File: src/rtl/hysteretic_range_classifier.sv
// Quartile range classifier with hysteresis bands and a debounce counter.
// The committed class only moves after SETTLE consecutive qualifying valid samples.
module hysteretic_range_classifier #(
  parameter int N      = 8,
  parameter int HYST   = 4,
  parameter int SETTLE = 3
) (
  input  logic         clk,
  input  logic         rst,
  input  logic         in_valid,
  input  logic [N-1:0] number,
  output logic [1:0]   out_bits,
  output logic         out_valid,
  output logic         changed
);

  localparam int CW = $clog2(SETTLE + 1);
  localparam logic [N:0] HYST_X = (N+1)'(HYST);
  localparam logic [N:0] MAX_X  = {1'b0, {N{1'b1}}};

  logic [1:0]    class_q, class_d;
  logic          valid_q, valid_d;
  logic          changed_q, changed_d;
  logic [1:0]    cand_q, cand_d;
  logic [CW-1:0] count_q, count_d;

  logic [N:0]    numX, sumX, lowX, highX;
  logic [1:0]    upClass, downClass, rawClass, target;
  logic [CW-1:0] bumped;

  // Saturating +/-HYST in N+1 bits so neither side wraps around.
  always_comb begin
    numX      = {1'b0, number};
    sumX      = numX + HYST_X;
    lowX      = (numX < HYST_X) ? '0 : (numX - HYST_X);
    highX     = (sumX > MAX_X) ? MAX_X : sumX;
    upClass   = 2'(lowX >> (N - 2));
    downClass = 2'(highX >> (N - 2));
    rawClass  = 2'(numX >> (N - 2));
    if (upClass > class_q) begin
      target = upClass;
    end else if (downClass < class_q) begin
      target = downClass;
    end else begin
      target = class_q;
    end
  end

  always_comb begin
    class_d   = class_q;
    valid_d   = valid_q;
    changed_d = 1'b0;
    cand_d    = cand_q;
    count_d   = count_q;
    bumped    = '0;
    if (in_valid) begin
      if (!valid_q) begin
        class_d   = rawClass;
        valid_d   = 1'b1;
        changed_d = 1'b1;
        cand_d    = rawClass;
        count_d   = '0;
      end else if (target == class_q) begin
        cand_d  = class_q;
        count_d = '0;
      end else begin
        // A new direction restarts the streak; the same one extends it.
        bumped = (target != cand_q) ? CW'(1) : (count_q + CW'(1));
        cand_d = target;
        if (bumped == CW'(SETTLE)) begin
          class_d   = target;
          count_d   = '0;
          changed_d = 1'b1;
        end else begin
          count_d = bumped;
        end
      end
    end
  end

  always_ff @(posedge clk) begin
    if (rst) begin
      class_q   <= '0;
      valid_q   <= 1'b0;
      changed_q <= 1'b0;
      cand_q    <= '0;
      count_q   <= '0;
    end else begin
      class_q   <= class_d;
      valid_q   <= valid_d;
      changed_q <= changed_d;
      cand_q    <= cand_d;
      count_q   <= count_d;
    end
  end

  assign out_bits  = class_q;
  assign out_valid = valid_q;
  assign changed   = changed_q;

endmodule

File: config.mk
export PLATFORM = sky130hd
export DESIGN_NAME = hysteretic_range_classifier
export DESIGN_NICKNAME = d
export VERILOG_FILES = /design/src/rtl/hysteretic_range_classifier.sv
export SDC_FILE = /design/constraint.sdc
export NUM_CORES = 1
export LEC_CHECK = 0
export BUFFER_PORTS_ARGS = -buffer_cell sky130_fd_sc_hd__buf_2
export CELL_PAD_IN_SITES_DETAIL_PLACEMENT = 1
export CELL_PAD_IN_SITES_GLOBAL_PLACEMENT = 1
export CORE_ASPECT_RATIO = 0.9
export CORE_MARGIN = 5
export CORE_UTILIZATION = 43
export DETAILED_ROUTE_END_ITERATION = 16
export PLACE_DENSITY_LB_ADDON = 0.1
export RECOVER_POWER = 100
export SLEW_MARGIN = 20
export SYNTH_ARGS = -nofsm -noshare
export SYNTH_HDL_FRONTEND = slang
export SYNTH_SLANG_ARGS = --single-unit
File: constraint.sdc
create_clock -name clk -period 6.4 [get_ports clk]
set_input_delay 1.28 -clock clk [delete_from_list [all_inputs] [get_ports clk]]
set_output_delay 1.28 -clock clk [all_outputs]
set_load 0.05 [all_outputs]
[Word level (Yosys, flattened, before mapping)]
Index checks and enable logic that the tools add are counted.
Storage, ports and cells
  flip-flop bits (word level): 8
  input port bits: 11
  output and inout bits: 4
  word-level logic and storage cells: 36
Operators by class
  $add $sub $neg: 3
  $lt $le $gt $ge: 4
  eq/ne operators: 5
  multiplexer cells: 16
  bitwise logic cells: 1
  reduce and logical (&&, ||, !) cells: 2
Operators by type and width (count)
  $mux 2: 11
  $mux 8: 2
  $add 8x3->9 const B: 1
  $gt 9x8->1 const B: 1
  $lt 8x3->1 const B: 1
  $sub 8x3->8 const B: 1
  $mux 1: 3
  $reduce_and 3->1: 1
  $add 2x1->2 const B: 1
  $eq 2x2->1: 1
  $eq 2x2->1 const B: 1
  $gt 2x2->1: 1
  $lt 2x2->1: 1
  $ne 2x1->1 const B: 1
  $ne 2x2->1: 1
  $ne 2x2->1 const B: 1
  $reduce_or 2->1: 1
  $not 1->1: 1

[Logic depth before layout (Yosys ltp)]
  depth after elaboration: 12
  mapped depth: 14
  gate-level depth less buffers: 14

[Worst setup path after synthesis]
OpenSTA, ideal clock, no wires.
  path type: input to register
  start: in number[6]
  end: reg class_q[1] (netlist: out_bits[1])
  setup time: 121 ps
  arrival: 4464 ps
  required time: 6279 ps
  slack: 1815 ps
  stages: 12
  buffers on the path: 1
  cells stage by stage: buf_6 or4_4 or4_4 nand2_1 ha_1 and2b_2 o21ai_0 nor2_1 or4_1 a21oi_1 a41oi_4 mux2_4
On the way
  longest elaborated chain between the ends: 11
  elaborated cells on any way between the ends: 20
  those cells by class: 2 x add/sub; 4 x order compare; 5 x eq/ne; 8 x mux; 1 x reduce/logical
RTL lines
  start: declaration: line 11  | input logic [N-1:0] number,
  $add 8x3->9: line 34  | sumX = numX + HYST_X;
  $gt 9x8->1: line 36  | highX = (sumX > MAX_X) ? MAX_X : sumX;
  $mux 8: line 36
  $lt 2x2->1: line 42  | end else if (downClass < class_q) begin
  $mux 2: line 42
  $mux 2 *: line 40  | if (upClass > class_q) begin
  $ne 2x2->1: line 68  | bumped = (target != cand_q) ? CW'(1) : (count_q + CW'(1));
  $mux 2: line 68
  $eq 2x2->1: line 70  | if (bumped == CW'(SETTLE)) begin
  $ne 2x1->1 (no line)
  $reduce_and 3->1 (no line)
  end signal: assignment: line 89  | class_q <= class_d;
  end: declaration: line 21  | logic [1:0] class_q, class_d;
Every way passes the cells marked *; elsewhere a longest branch is shown, timed or not. The select of a mux whose other input is x is not followed.
A chain may end at the register's enable or synchronous reset.

[Worst setup path in the final report]
Ends and elaborated chain as after synthesis.

==> results.txt <==
Cell count after synthesis -> 100
Slew Limit Fails -> 0
Clock Skew -> 0.00540 ns
Via density -> 5.60
Core Footprint -> 1880 um2
Syn_area_per_cell -> 8.33 um2
YS warnings -> 0
DR DRC count -> 0
Post-Route Utilization -> 47.4%
Post-synth top area cell -> dfxtp_1
Critical-path cell list -> clkbuf_1, or4_2, or4_1, nand2_1, ha_1, and2b_2, o21ai_0, or3_2, o211ai_1, or4b_1, a41oi_1, mux2_4
Drt pass-1 iters -> 4
Largest net degree at the start of global routing -> 11
Top delay family on crit path -> simple AND/OR/NAND/NOR gates
Area of the multi-input gates -> 599 um2
Most frequent cells in the layout -> nor2_1, dfxtp_1, ha_1, clkbuf_1, buf_2
DP HPWL -> 1630 um
CTS Hold Bufs -> 0
Critical Path Start -> number[6]
CP Max Fanout -> 9
FF+latch count, synth -> 8
Worst vdd ir -> 123 uV
TNS Setup -> 0 ns
IO buf count -> 14
Crit path DAT -> 5.19 ns
Worst-Margin Slew -> 0.608 ns
Die extent in x -> 56.4 um
Critical Path Source Type -> input port
Most common cell after layout, fill and taps aside -> nor2_1
Critical Path RT -> 6.55 ns
Sequential share of the synthesized area -> 19.2%
FMAX -> 198 MHz
Clock root cell -> clkbuf_4
Layout Nets -> 134
Cell Area, Placed -> 905 um2
Slew HR -> 59.6%
Post-synth cell types -> 39
Async SR Flop Fraction -> 0%
Crit path buffers/inverters -> 1
Tcrit/Tclk final -> 78.8%
Die area -> 2920 um2
Status -> completed
Syn nets -> 118
Share of layout cells above drive strength 1 -> 18.4%
Static Leak -> 0.374 nW
Final setup violation count -> 0
Die Height -> 51.8 um
Total grt overflow -> 0
Slowest cell on crit path -> or4_2
Final Hold Viols -> 0
Vias in the first global route -> 768
R2r startpoint -> out_bits[1]
Clock buffer depth -> 2
Remaining antenna violation count -> 0
CTS H-tree lvls -> 1
Ys flop type -> dfxtp_1
Routability cong. -> 0.785
Antenna violations before repair -> 0
CTS tree -> done
ANT cells -> 0
Worst slack, placed -> 1.50 ns
WHS -> 0.517 ns
Post-Syn Area -> 833 um2
Vias -> 779
Gates resized, CTS repair -> 0
Finished Cell Area -> 890 um2
Register clock-pin slew on the reported worst setup and hold paths -> 0.06 ns
GRT Util Overall -> 15.5%
Boundary Pins -> 15
Number of fillers in the final layout -> 254
First DRT Iteration DRCs -> 6
CP endpoint kind -> flip-flop
Fin worst setup slack -> 1.36 ns
Min-delay src -> count_q[1]
WL/cell -> 14.2 um
CP max stage delay -> 0.69 ns
Final worst path period need -> 5.04 ns
Worst skew pair latency -> 0.26 ns
Synthesis-to-finish area growth -> 6.76%
EDFF count, synth -> 0
Critical path type -> in -> reg
Worst Hold Class -> reg -> reg
Row cnt -> 15
Setup bufs post-CTS -> 0
Max Cap Violations -> 0
Cts bufs inserted -> 3
Starting density of the core -> 44.4%
Drt total wl -> 1980 um
First-pass GRT wire length -> 3530 um
Top-area cell type share of the netlist area -> 19.2%
P per Cell Area -> 183 nW/um2
Clock sinks -> 8
Synth area leaders -> dfxtp_1, ha_1, nor2_1
Seq. cell area -> 160 um2
Unrepaired setup endpoints after global routing -> no
-- sequential cells by signal (all words and copies together) (netlist names) --
| register | count |
|---|---|
| changed | 1 |
| out_valid | 1 |
| out_bits | 2 |
| cand_q | 2 |
| count_q | 2 |
-- final timing paths --
check,endpoint,cells after the start,slack [ns]
worst max-delay path,out_bits[1],12,1.36
worst min-delay path,count_q[1],2,0.52
worst max register to register,out_bits[1],9,3.20
worst min register to register,count_q[1],2,0.52
-- worst reg2reg max path, stage by stage, from the launching register on --
cell	delay, ns
dfxtp_1	0.41
inv_1	0.11
ha_1	0.33
and2b_2	0.22
o21ai_0	0.34
or3_2	0.20
o211ai_1	0.08
or4b_1	0.59
a41oi_1	0.47
mux2_4	0.34
-- per-layer routing --
metal	part of all wire, %	routed length, um	track usage [%]	vias up
li1	-	-	-	402
met1	51	1020	20.2	367
met2	45	898	25.9	10
met3	3.3	65	4.47	0
met4	0	0	2.37	0
met5	0	0	0	-
-- per-stage QoR --
stage	total power, mW	cells
global placement	0.128	136
global route	0.177	139
CTS	0.170	139
floorplan	0.114	100
finish	0.163	139
detailed placement	0.131	136
-- area by class of cell --
cell class,count,area share [%]
multi-input cells,85,67.4
flip-flops and latches,8,18.0
repair buffers,14,6.89
well taps,25,3.52
clock buffers,3,2.53
inverters,4,1.69
-- cell usage after synthesis (all sizes together) (3+ instances only) --
cell and count:
ha 7, nor2 11, mux2i 4, nand2b 4
nand2 5, nor3 3, or4 4, buf 3
inv 4, and2b 4, dfxtp 8, nor3b 3
a21oi 6, nand4 4, o21ai 4, nand3 4
-- cells by family (layout without fill, tap and decap cells) --
kind of cell,count (synthesis),in the layout,share of synthesized area [%]
flops,8,8,19.2
fa+ha+maj,7,7,10.5
simple gates,50,50,36.8
buf+inv,7,21,5.41
compound gates,22,22,20.4
mux,5,5,6.61
xor+xnor,1,1,1.05
-- power breakdown --
group	switching, mW	internal [mW]
Clock	0.0172	0.0215
Sequential	0.00442	0.0532
Combinational	0.0406	0.0259
Total	0.0622	0.101
(Power assumes the default switching activity.)
